===== src/rtl/io_port_memory_if.sv =====
// Processor data-memory bus plus the handshaked input/output port bundle of io_port_memory.
// master drives the bus and the port producers/consumers; slave is the memory itself.
interface io_port_memory_if #(
   parameter int unsigned DATA_WIDTH = 16,
   parameter int unsigned ADDR_WIDTH = 12,
   parameter int unsigned NUM_IN     = 2,
   parameter int unsigned NUM_OUT    = 2
);
   logic                          IO_write;
   logic                          IO_read;
   logic [ADDR_WIDTH-1:0]         IO_address;
   logic [DATA_WIDTH-1:0]         IO_data_in;
   logic [DATA_WIDTH-1:0]         IO_data_out;
   logic [NUM_IN*DATA_WIDTH-1:0]  in_data;
   logic [NUM_IN-1:0]             in_valid;
   logic [NUM_IN-1:0]             in_ready;
   logic [NUM_OUT*DATA_WIDTH-1:0] out_data;
   logic [NUM_OUT-1:0]            out_valid;
   logic [NUM_OUT-1:0]            out_ack;

   modport master (
      output IO_write, IO_read, IO_address, IO_data_in, in_data, in_valid, out_ack,
      input  IO_data_out, in_ready, out_data, out_valid
   );

   modport slave (
      input  IO_write, IO_read, IO_address, IO_data_in, in_data, in_valid, out_ack,
      output IO_data_out, in_ready, out_data, out_valid
   );
endinterface


===== src/rtl/io_port_memory.sv =====
// Data memory with a RAM window and a memory-mapped bank of handshaked input/output ports
// plus a status register; registered read data, read-before-write on the same address.
module io_port_memory #(
   parameter int unsigned DATA_WIDTH = 16,
   parameter int unsigned ADDR_WIDTH = 12,
   parameter int unsigned MEM_DEPTH  = 256,
   parameter int unsigned NUM_IN     = 2,
   parameter int unsigned NUM_OUT    = 2,
   parameter int unsigned IO_BASE    = 'hff0
) (
   input logic         clock,
   input logic         reset_n,
   io_port_memory_if.slave bus
);
   localparam int unsigned MemAw    = (MEM_DEPTH > 1) ? $clog2(MEM_DEPTH) : 1;
   localparam int unsigned OutBase  = IO_BASE + NUM_IN;
   localparam int unsigned StatAddr = IO_BASE + NUM_IN + NUM_OUT;

   logic [DATA_WIDTH-1:0] mem [MEM_DEPTH];

   logic [DATA_WIDTH-1:0] in_reg_q  [NUM_IN];
   logic [DATA_WIDTH-1:0] in_reg_d  [NUM_IN];
   logic [DATA_WIDTH-1:0] out_reg_q [NUM_OUT];
   logic [DATA_WIDTH-1:0] out_reg_d [NUM_OUT];
   logic [NUM_IN-1:0]     in_full_q, in_full_d;
   logic [NUM_OUT-1:0]    out_valid_q, out_valid_d;
   logic [DATA_WIDTH-1:0] rdata_q, rdata_d;
   logic [DATA_WIDTH-1:0] status;

   logic [31:0]           addr;
   logic [MemAw-1:0]      mem_idx;
   logic                  mem_hit;
   logic                  stat_hit;
   logic [NUM_IN-1:0]     in_hit;
   logic [NUM_OUT-1:0]    out_hit;

   assign addr    = 32'(bus.IO_address);
   assign mem_idx = bus.IO_address[MemAw-1:0];

   always_comb begin
      mem_hit  = addr < MEM_DEPTH;
      stat_hit = addr == StatAddr;
      for (int i = 0; i < NUM_IN; i++) begin
         in_hit[i] = addr == IO_BASE + 32'(i);
      end
      for (int j = 0; j < NUM_OUT; j++) begin
         out_hit[j] = addr == OutBase + 32'(j);
      end
   end

   always_comb begin
      status                    = '0;
      status[NUM_IN-1:0]        = in_full_q;
      status[NUM_IN +: NUM_OUT] = out_valid_q;
   end

   // Unmapped addresses fall through to zero.
   always_comb begin
      rdata_d = '0;
      if (mem_hit) begin
         rdata_d = mem[mem_idx];
      end
      for (int i = 0; i < NUM_IN; i++) begin
         if (in_hit[i]) begin
            rdata_d = in_reg_q[i];
         end
      end
      for (int j = 0; j < NUM_OUT; j++) begin
         if (out_hit[j]) begin
            rdata_d = out_reg_q[j];
         end
      end
      if (stat_hit) begin
         rdata_d = status;
      end
   end

   // Capture needs in_full=0 and read-clear needs in_full=1, so they are exclusive per port.
   always_comb begin
      for (int i = 0; i < NUM_IN; i++) begin
         in_reg_d[i]  = in_reg_q[i];
         in_full_d[i] = in_full_q[i];
         if (bus.in_valid[i] && !in_full_q[i]) begin
            in_reg_d[i]  = bus.in_data[i*DATA_WIDTH +: DATA_WIDTH];
            in_full_d[i] = 1'b1;
         end else if (bus.IO_read && in_hit[i]) begin
            in_full_d[i] = 1'b0;
         end
      end
   end

   // A processor write beats a same-edge acknowledge.
   always_comb begin
      for (int j = 0; j < NUM_OUT; j++) begin
         out_reg_d[j]   = out_reg_q[j];
         out_valid_d[j] = out_valid_q[j];
         if (bus.IO_write && out_hit[j]) begin
            out_reg_d[j]   = bus.IO_data_in;
            out_valid_d[j] = 1'b1;
         end else if (bus.out_ack[j]) begin
            out_valid_d[j] = 1'b0;
         end
      end
   end

   always_ff @(posedge clock or negedge reset_n) begin
      if (!reset_n) begin
         rdata_q     <= '0;
         in_full_q   <= '0;
         out_valid_q <= '0;
         in_reg_q    <= '{default: '0};
         out_reg_q   <= '{default: '0};
      end else begin
         rdata_q     <= rdata_d;
         in_full_q   <= in_full_d;
         out_valid_q <= out_valid_d;
         in_reg_q    <= in_reg_d;
         out_reg_q   <= out_reg_d;
      end
   end

   always_ff @(posedge clock) begin
      if (bus.IO_write && mem_hit) begin
         mem[mem_idx] <= bus.IO_data_in;
      end
   end

   always_comb begin
      for (int j = 0; j < NUM_OUT; j++) begin
         bus.out_data[j*DATA_WIDTH +: DATA_WIDTH] = out_reg_q[j];
      end
   end

   assign bus.IO_data_out = rdata_q;
   assign bus.in_ready    = ~in_full_q;
   assign bus.out_valid   = out_valid_q;
endmodule


===== src/flat_wrapper.sv =====
// flat-port wrapper written by rule: the top's interface ports become plain ports
module io_port_memory_flat 
#(
   parameter int unsigned DATA_WIDTH = 16,
   parameter int unsigned ADDR_WIDTH = 12,
   parameter int unsigned MEM_DEPTH  = 256,
   parameter int unsigned NUM_IN     = 2,
   parameter int unsigned NUM_OUT    = 2,
   parameter int unsigned IO_BASE    = 'hff0
)
  (clock, reset_n, bus_IO_write, bus_IO_read, bus_IO_address, bus_IO_data_in, bus_in_data, bus_in_valid, bus_out_ack, bus_IO_data_out, bus_in_ready, bus_out_data, bus_out_valid);
  io_port_memory_if #(.DATA_WIDTH(DATA_WIDTH), .ADDR_WIDTH(ADDR_WIDTH), .NUM_IN(NUM_IN), .NUM_OUT(NUM_OUT)) bus_i ();
  input logic clock;
  input logic reset_n;
  input wire logic [$bits(bus_i.IO_write)-1:0] bus_IO_write;
  input wire logic [$bits(bus_i.IO_read)-1:0] bus_IO_read;
  input wire logic [$bits(bus_i.IO_address)-1:0] bus_IO_address;
  input wire logic [$bits(bus_i.IO_data_in)-1:0] bus_IO_data_in;
  input wire logic [$bits(bus_i.in_data)-1:0] bus_in_data;
  input wire logic [$bits(bus_i.in_valid)-1:0] bus_in_valid;
  input wire logic [$bits(bus_i.out_ack)-1:0] bus_out_ack;
  output wire logic [$bits(bus_i.IO_data_out)-1:0] bus_IO_data_out;
  output wire logic [$bits(bus_i.in_ready)-1:0] bus_in_ready;
  output wire logic [$bits(bus_i.out_data)-1:0] bus_out_data;
  output wire logic [$bits(bus_i.out_valid)-1:0] bus_out_valid;
  assign bus_i.IO_write = bus_IO_write;
  assign bus_i.IO_read = bus_IO_read;
  assign bus_i.IO_address = bus_IO_address;
  assign bus_i.IO_data_in = bus_IO_data_in;
  assign bus_i.in_data = bus_in_data;
  assign bus_i.in_valid = bus_in_valid;
  assign bus_i.out_ack = bus_out_ack;
  assign bus_IO_data_out = bus_i.IO_data_out;
  assign bus_in_ready = bus_i.in_ready;
  assign bus_out_data = bus_i.out_data;
  assign bus_out_valid = bus_i.out_valid;
  io_port_memory #(.DATA_WIDTH(DATA_WIDTH), .ADDR_WIDTH(ADDR_WIDTH), .MEM_DEPTH(MEM_DEPTH), .NUM_IN(NUM_IN), .NUM_OUT(NUM_OUT), .IO_BASE(IO_BASE)) u_core (.clock(clock), .reset_n(reset_n), .bus(bus_i));
endmodule

===== config.mk =====
export PLATFORM = sky130hd
export DESIGN_NAME = io_port_memory_flat
export DESIGN_NICKNAME = d
export VERILOG_FILES = /design/src/rtl/io_port_memory_if.sv /design/src/rtl/io_port_memory.sv /design/src/flat_wrapper.sv
export SDC_FILE = /design/constraint.sdc
export NUM_CORES = 2
export LEC_CHECK = 0
export BUFFER_PORTS_ARGS = -buffer_cell sky130_fd_sc_hd__buf_4
export CORE_ASPECT_RATIO = 1.4
export CORE_MARGIN = 5
export CORE_UTILIZATION = 50
export CTS_CLUSTER_DIAMETER = 30
export CTS_CLUSTER_SIZE = 40
export DETAILED_ROUTE_END_ITERATION = 8
export GPL_TIMING_DRIVEN = 1
export PLACE_DENSITY = 0.76
export SLEW_MARGIN = 20
export SYNTH_ARGS = -nofsm -noshare
export SYNTH_HDL_FRONTEND = slang
export SYNTH_SLANG_ARGS = --single-unit

===== constraint.sdc =====
create_clock -name clock -period 1.92 [get_ports clock]
set_input_delay 0.096 -clock clock [delete_from_list [all_inputs] [get_ports clock]]
set_output_delay 0.096 -clock clock [all_outputs]
set_load 0.01 [all_outputs]

Word-level counts from Yosys, hierarchy flattened:

Memories as Yosys holds them, arrays and structs flattened.
Index checks and enable logic that the tools add are counted.

* order comparisons: 1
* equal/unequal tests: 5
* mux-type cells: 16
* bitwise gates (word level): 1
* reductions and logical operators: 13

Operators by type and width (count)
* 16-bit two-way mux: 6
* 12-bit equality test, second input constant: 5
* 12-bit by 9-bit less-than comparator with 1-bit output, second input constant: 1
* 1-bit two-way mux: 10
* 2-bit nonzero test: 4
* 1-bit logical AND: 7
* 1-bit logical NOT: 2
* 2-bit inverter: 1

* register bits: 84
* memory bits (writable): 4096
* bits of input ports: 68
* output and inout port bits: 52
* logic and storage cells: 46
* memories: 1

Memories
* u_core.mem: depth 256, width 16, rd ports 1, clocked after memory_dff 0, wr ports 1, line io_port_memory.sv:19 `logic [DATA_WIDTH-1:0] mem [MEM_DEPTH];`

Depth between registers and ports, before layout:

* depth in word-level cells: 7
* mapped depth: 14
* mapped depth without buffers: 7

Least setup slack after synthesis:

No wires, ideal clock.

* path type: input port to flip-flop
* start point: input port bus_IO_address[1]
* end point: memory u_core.mem[178][0] (enable)
* setup time: 388 ps
* arrival: 2622 ps
* required time: 1532 ps
* path slack: -1090 ps
* cell stages on the path: 11
* buffers on the path: 7
* path through: buf_4 > buf_4 > buf_2 > buf_2 > buf_4 > buf_4 > nand2_1 > nor2_1 > nand2_1 > buf_2 > nor2_1

* longest elaborated chain between the ends: 4

RTL lines
* start: declaration: line flat_wrapper.sv:17 `input wire logic [$bits(bus_i.IO_address)-1:0] bus_IO_address;`
* 12-bit by 9-bit less-than comparator with 1-bit output: line io_port_memory.sv:41 `mem_hit = addr < MEM_DEPTH;`
* 1-bit logical AND: line io_port_memory.sv:123 `if (bus.IO_write && mem_hit) begin`
* 1-bit two-way mux: line io_port_memory.sv:123
* 1-bit two-way mux (not written as such): line io_port_memory.sv:124 `mem[mem_idx] <= bus.IO_data_in;`
* end: declaration: line io_port_memory.sv:19

Parallel ways exist; a longest one is shown, timed or not.

Worst setup path in the final report:

* start point: memory u_core.mem[151][5]
* end point: register u_core.rdata_q[5] (netlist: u_core.bus.IO_data_out[5])

* longest elaborated chain between the ends: 7

RTL lines
* memory 256 x 16 bit
* 16-bit two-way mux: line io_port_memory.sv:60 `if (mem_hit) begin`
* 16-bit two-way mux (2 in series): line io_port_memory.sv:64 `if (in_hit[i]) begin`
* 16-bit two-way mux (2 in series): line io_port_memory.sv:69 `if (out_hit[j]) begin`
* 16-bit two-way mux: line io_port_memory.sv:73 `if (stat_hit) begin`
* via u_core.rdata_d[5]: line io_port_memory.sv:27 `logic [DATA_WIDTH-1:0] rdata_q, rdata_d;`
* end signal: assignment: line io_port_memory.sv:114 `rdata_q <= rdata_d;`
* end: declaration: line io_port_memory.sv:27

The timed path passes the listed nets, and every way through them passes these cells.
A chain may end at the register's enable or synchronous reset.

==> results.md <==
* Pin count of the biggest net entering global routing at 89
* Vias in the first global route at 94163
* Final hold violations at 0
* Antenna-violating nets left at 0
* I/O Buffers at 119
* PD cells at 1020 nW/um^2
* Final Max Slew Viols at 0
* CTS sink count at 4180
* Pleak at 66.7 nW
* Std-Cell Rows at 246
* Cell Int Power at 158 mW
* Syn. warnings at 0
* Dpl ws at -2.18 ns
* Setup TNS at -9.94 ns
* Root Driver: clkbuf_16
* Yosys reg bits at 4180
* Top FF cell, synth: edfxtp_1
* Slew headroom at 0.234
* Initial antenna violation count at 35
* Mux cell area share after synthesis at 0.167
* Critical path capture point type: flop
* Post-synthesis adder-cell area fraction at 0
* Reg-to-Reg Start: u_core.mem[151][5]$_DFFE_PP_
* Die height at 682 um
* Worst path arrival time at 3.93 ns
* Simple logic cell fraction of the synthesized area at 0.0203
* Peak Freq at 325 MHz
* CTS tree: yes
* CTS H-tree lvls at 5
* Post-layout min period at 3.07 ns
* Final WL at 543000 um
* Placed Cells at 12565
* Final Instance Count excl. Fillers at 13583
* Initial Utilization at 0.502
* Worst slew pin tran at 1.15 ns
* Grt ovf at 0
* Crit path required time at 2.78 ns
* Failing checks: setup timing
* First-pass GRT wire length at 745000 um
* Sequential share of the synthesized area at 0.776
* Cts bufs inserted at 470
* Clock Tree Buf Depth at 4
* NetSw at 48.9 mW
* Largest family of logic cells by synthesized area: multiplexers
* Final net count at 9004
* Setup CP Type: flop to flop
* Yosys cell types at 71
* PnR worst setup slack at -1.15 ns
* Post-Syn Area at 161000 sq um
* Post-Synth XOR/XNOR Area at 0
* Syn_area_per_cell at 22.2 sq um
* Mapped Cells at 7273
* # DRC at 0
* 1st-iter DRT viols at 15825
* Share of layout cells above drive strength 1 at 0.415
* Power Total at 207 mW
* Post-DR vias/cell at 6.92
* Comb pwr share at 0.063
* Ys async rst share at 0.0201
* Syn Nets at 7341
* Max FO, Critical Path at 1
* Skew final at 0.0794 ns
* Routed length per instance at 39.9 um
* Sw frac at 0.236
* Die area at 334000 sq um
* Area growth, synth to finish at 25.5%
* Die Width at 490 um
* Clock Pin Slew Worst Setup and Hold Paths at 0.07 ns
* Peak supply drop at 0.924 mV
* Post-synth EDFFs at 4096
* GP Congestion at 0.978
* RSZ-0062 raised after global routing: yes
* Core area at 321000 sq um
* Worst Setup SP: u_core.mem[151][5]$_DFFE_PP_
* Final setup viols at 16
* Fin crit share at 1.60
* Worst Hold Class: input port to flop
* Max-cap violations at 0
* Hpwl dp at 326000 um
* Critical Path Start Type: flop
* Hold path startpoint: bus_IO_address[3]
* Compound-Gate Fraction of Synth Area at 0.0219
* Drt first pass iters at 7
* Aggregate global-route resource usage at 0.321
* IO Count at 120
* Outcome: finished with violations
* Vias at 94054
* Reg power frac at 0.486
* Clk pwr share at 0.451
* Worst skew pair latency at 0.98 ns
[cells in the mapped netlist (6+ instances only)]
| cell type | instances | share of area |
|---|---|---|
| edfxtp_1 | 4096 | 0.76 |
| mux4_2 | 1009 | 0.14 |
| mux2i_1 | 338 | 0.021 |
| nor2_1 | 333 | 0.0078 |
| nand2_1 | 215 | 0.0050 |
| buf_2 | 163 | 0.0051 |
| clkbuf_1 | 128 | 0.0030 |
| a22oi_1 | 118 | 0.0055 |
| buf_4 | 89 | 0.0041 |
| dfrtp_1 | 84 | 0.013 |
| mux2_2 | 74 | 0.0052 |
| o22ai_1 | 65 | 0.0025 |
| a21oi_1 | 46 | 0.0014 |
| nand3_1 | 45 | 0.0014 |
| nor3_1 | 35 | 0.0011 |
| o21ai_0 | 32 | 0.00099 |
| a221oi_1 | 28 | 0.0015 |
| buf_1 | 27 | 0.00063 |
| a32oi_1 | 26 | 0.0014 |
| and3_1 | 25 | 0.00097 |
| a31oi_1 | 23 | 0.00089 |
| buf_6 | 22 | 0.0015 |
| a22o_1 | 17 | 0.00092 |
| a211oi_1 | 15 | 0.00070 |
| nand4_1 | 15 | 0.00058 |
| nor4_1 | 14 | 0.00054 |
| nor2b_1 | 13 | 0.00050 |
| o221ai_1 | 13 | 0.00071 |
| o32ai_1 | 12 | 0.00065 |
| o211ai_1 | 11 | 0.00051 |
| inv_1 | 10 | 0.00023 |
| nand2b_1 | 10 | 0.00039 |
| o21ai_1 | 10 | 0.00031 |
| o2111ai_1 | 8 | 0.00043 |
| a2111oi_0 | 7 | 0.00038 |
| a311oi_1 | 7 | 0.00038 |
| and2_1 | 7 | 0.00027 |
| o22a_1 | 6 | 0.00033 |
[critical path, stage by stage, from the launching register on]
cell and delay (ns):
edfxtp_1 0.48, mux4_2 0.51, mux4_2 0.57, a22oi_2 0.32, nand3_1 0.14, buf_6 0.18
nor4_4 0.50, buf_4 0.22, o21ai_2 0.05
[placed cells by master (no fill, tap or decap), drive strengths merged, types with 58 or more instances in the layout]
| master | synthesis | layout |
|---|---|---|
| a22oi | 118 | 118 |
| buf | 301 | 1486 |
| clkbuf | 128 | 523 |
| clkinv | 1 | 144 |
| clkinvlp | 0 | 58 |
| dfrtp | 84 | 84 |
| dlygate4sd3 | 0 | 118 |
| edfxtp | 4096 | 4096 |
| inv | 11 | 137 |
| mux2 | 74 | 74 |
| mux2i | 338 | 338 |
| mux4 | 1009 | 1009 |
| nand2 | 215 | 215 |
| nor2 | 333 | 333 |
| o22ai | 65 | 65 |
[metrics by stage]
| step | instance area, sq um | hold slack [ns] | util |
|---|---|---|---|
| floorplan | 164000 | -0.200 | - |
| CTS | 202000 | 0.00423 | 0.629 |
| detailed placement | 184000 | -0.0233 | 0.572 |
| global placement | 184000 | -0.0285 | 0.572 |
| global route | 202000 | 0.0358 | 0.630 |
| finish | 202000 | 0.0791 | 0.630 |
[timing repair]
item                                    4_1_cts  5_1_grt
setup buffers                                 0        3
gates resized for setup                     162       64
hold buffers                                118        0
pin swaps                                    54       38
hold endpoints to repair                   2136        0
endpoints found under the setup margin       16      144
[final timing paths]
path | end | slack [ns] | depth (start not counted)
min reg2reg | u_core.in_reg_q[24]$_DFFE_PN0P_ | 0.53 | 1
max | u_core.bus.IO_data_out[5]$_DFF_PN0_ | -1.15 | 8
min | u_core.bus.IO_data_out[4]$_DFF_PN0_ | 0.08 | 6
min in group asynchronous | u_core.in_reg_q[23]$_DFFE_PN0P_ | 0.33 | 3
max in group asynchronous | u_core.bus.IO_data_out[10]$_DFF_PN0_ | 0.56 | 4
max reg2reg | u_core.bus.IO_data_out[5]$_DFF_PN0_ | -1.15 | 8
[layout make-up]
type / count / area [sq um]
clock inverter: 368 / 4180
timing repair buffer: 1620 / 18800
sequential: 4180 / 125000
inverter: 12 / 55.1
fill: 19161 / 119000
clock buffer: 507 / 12100
tap: 4216 / 5280
antenna: 28 / 70.1
multi-input combinational: 2652 / 36700
[flip-flops by register name (all words and copies together) (netlist names)]
register	flops
u_core.mem	4096
u_core.bus.out_data	32
u_core.in_reg_q	32
u_core.bus.IO_data_out	16
u_core.bus.out_valid	2
u_core.in_full_q	2
[routing by layer]
| metal | track usage | part of all wire |
|---|---|---|
| met2 | 0.494 | 0.47 |
| met5 | 0 | 0.00050 |
| met4 | 0.251 | 0.099 |
| met3 | 0.0978 | 0.14 |
| met1 | 0.378 | 0.30 |
[power by group through the flow]
stage               logic, mW  registers [mW]  clock network, mW
global route             13.1             101               97.9
global placement         11.2             103                  0
detailed placement       11.5             103                  0
CTS                      12.3             101               93.2
finish                   13.0             101               93.5
floorplan                5.03             102                  0
[kinds of logic after synthesis]
kind of cell           Yosys count
flip-flops                    4180
AND/OR/NAND/NOR                745
multiplexers                  1421
buffers and inverters          441
AO/OA/AOI/OAI                  486
Note: power is estimated with default switching activity, not from simulation.
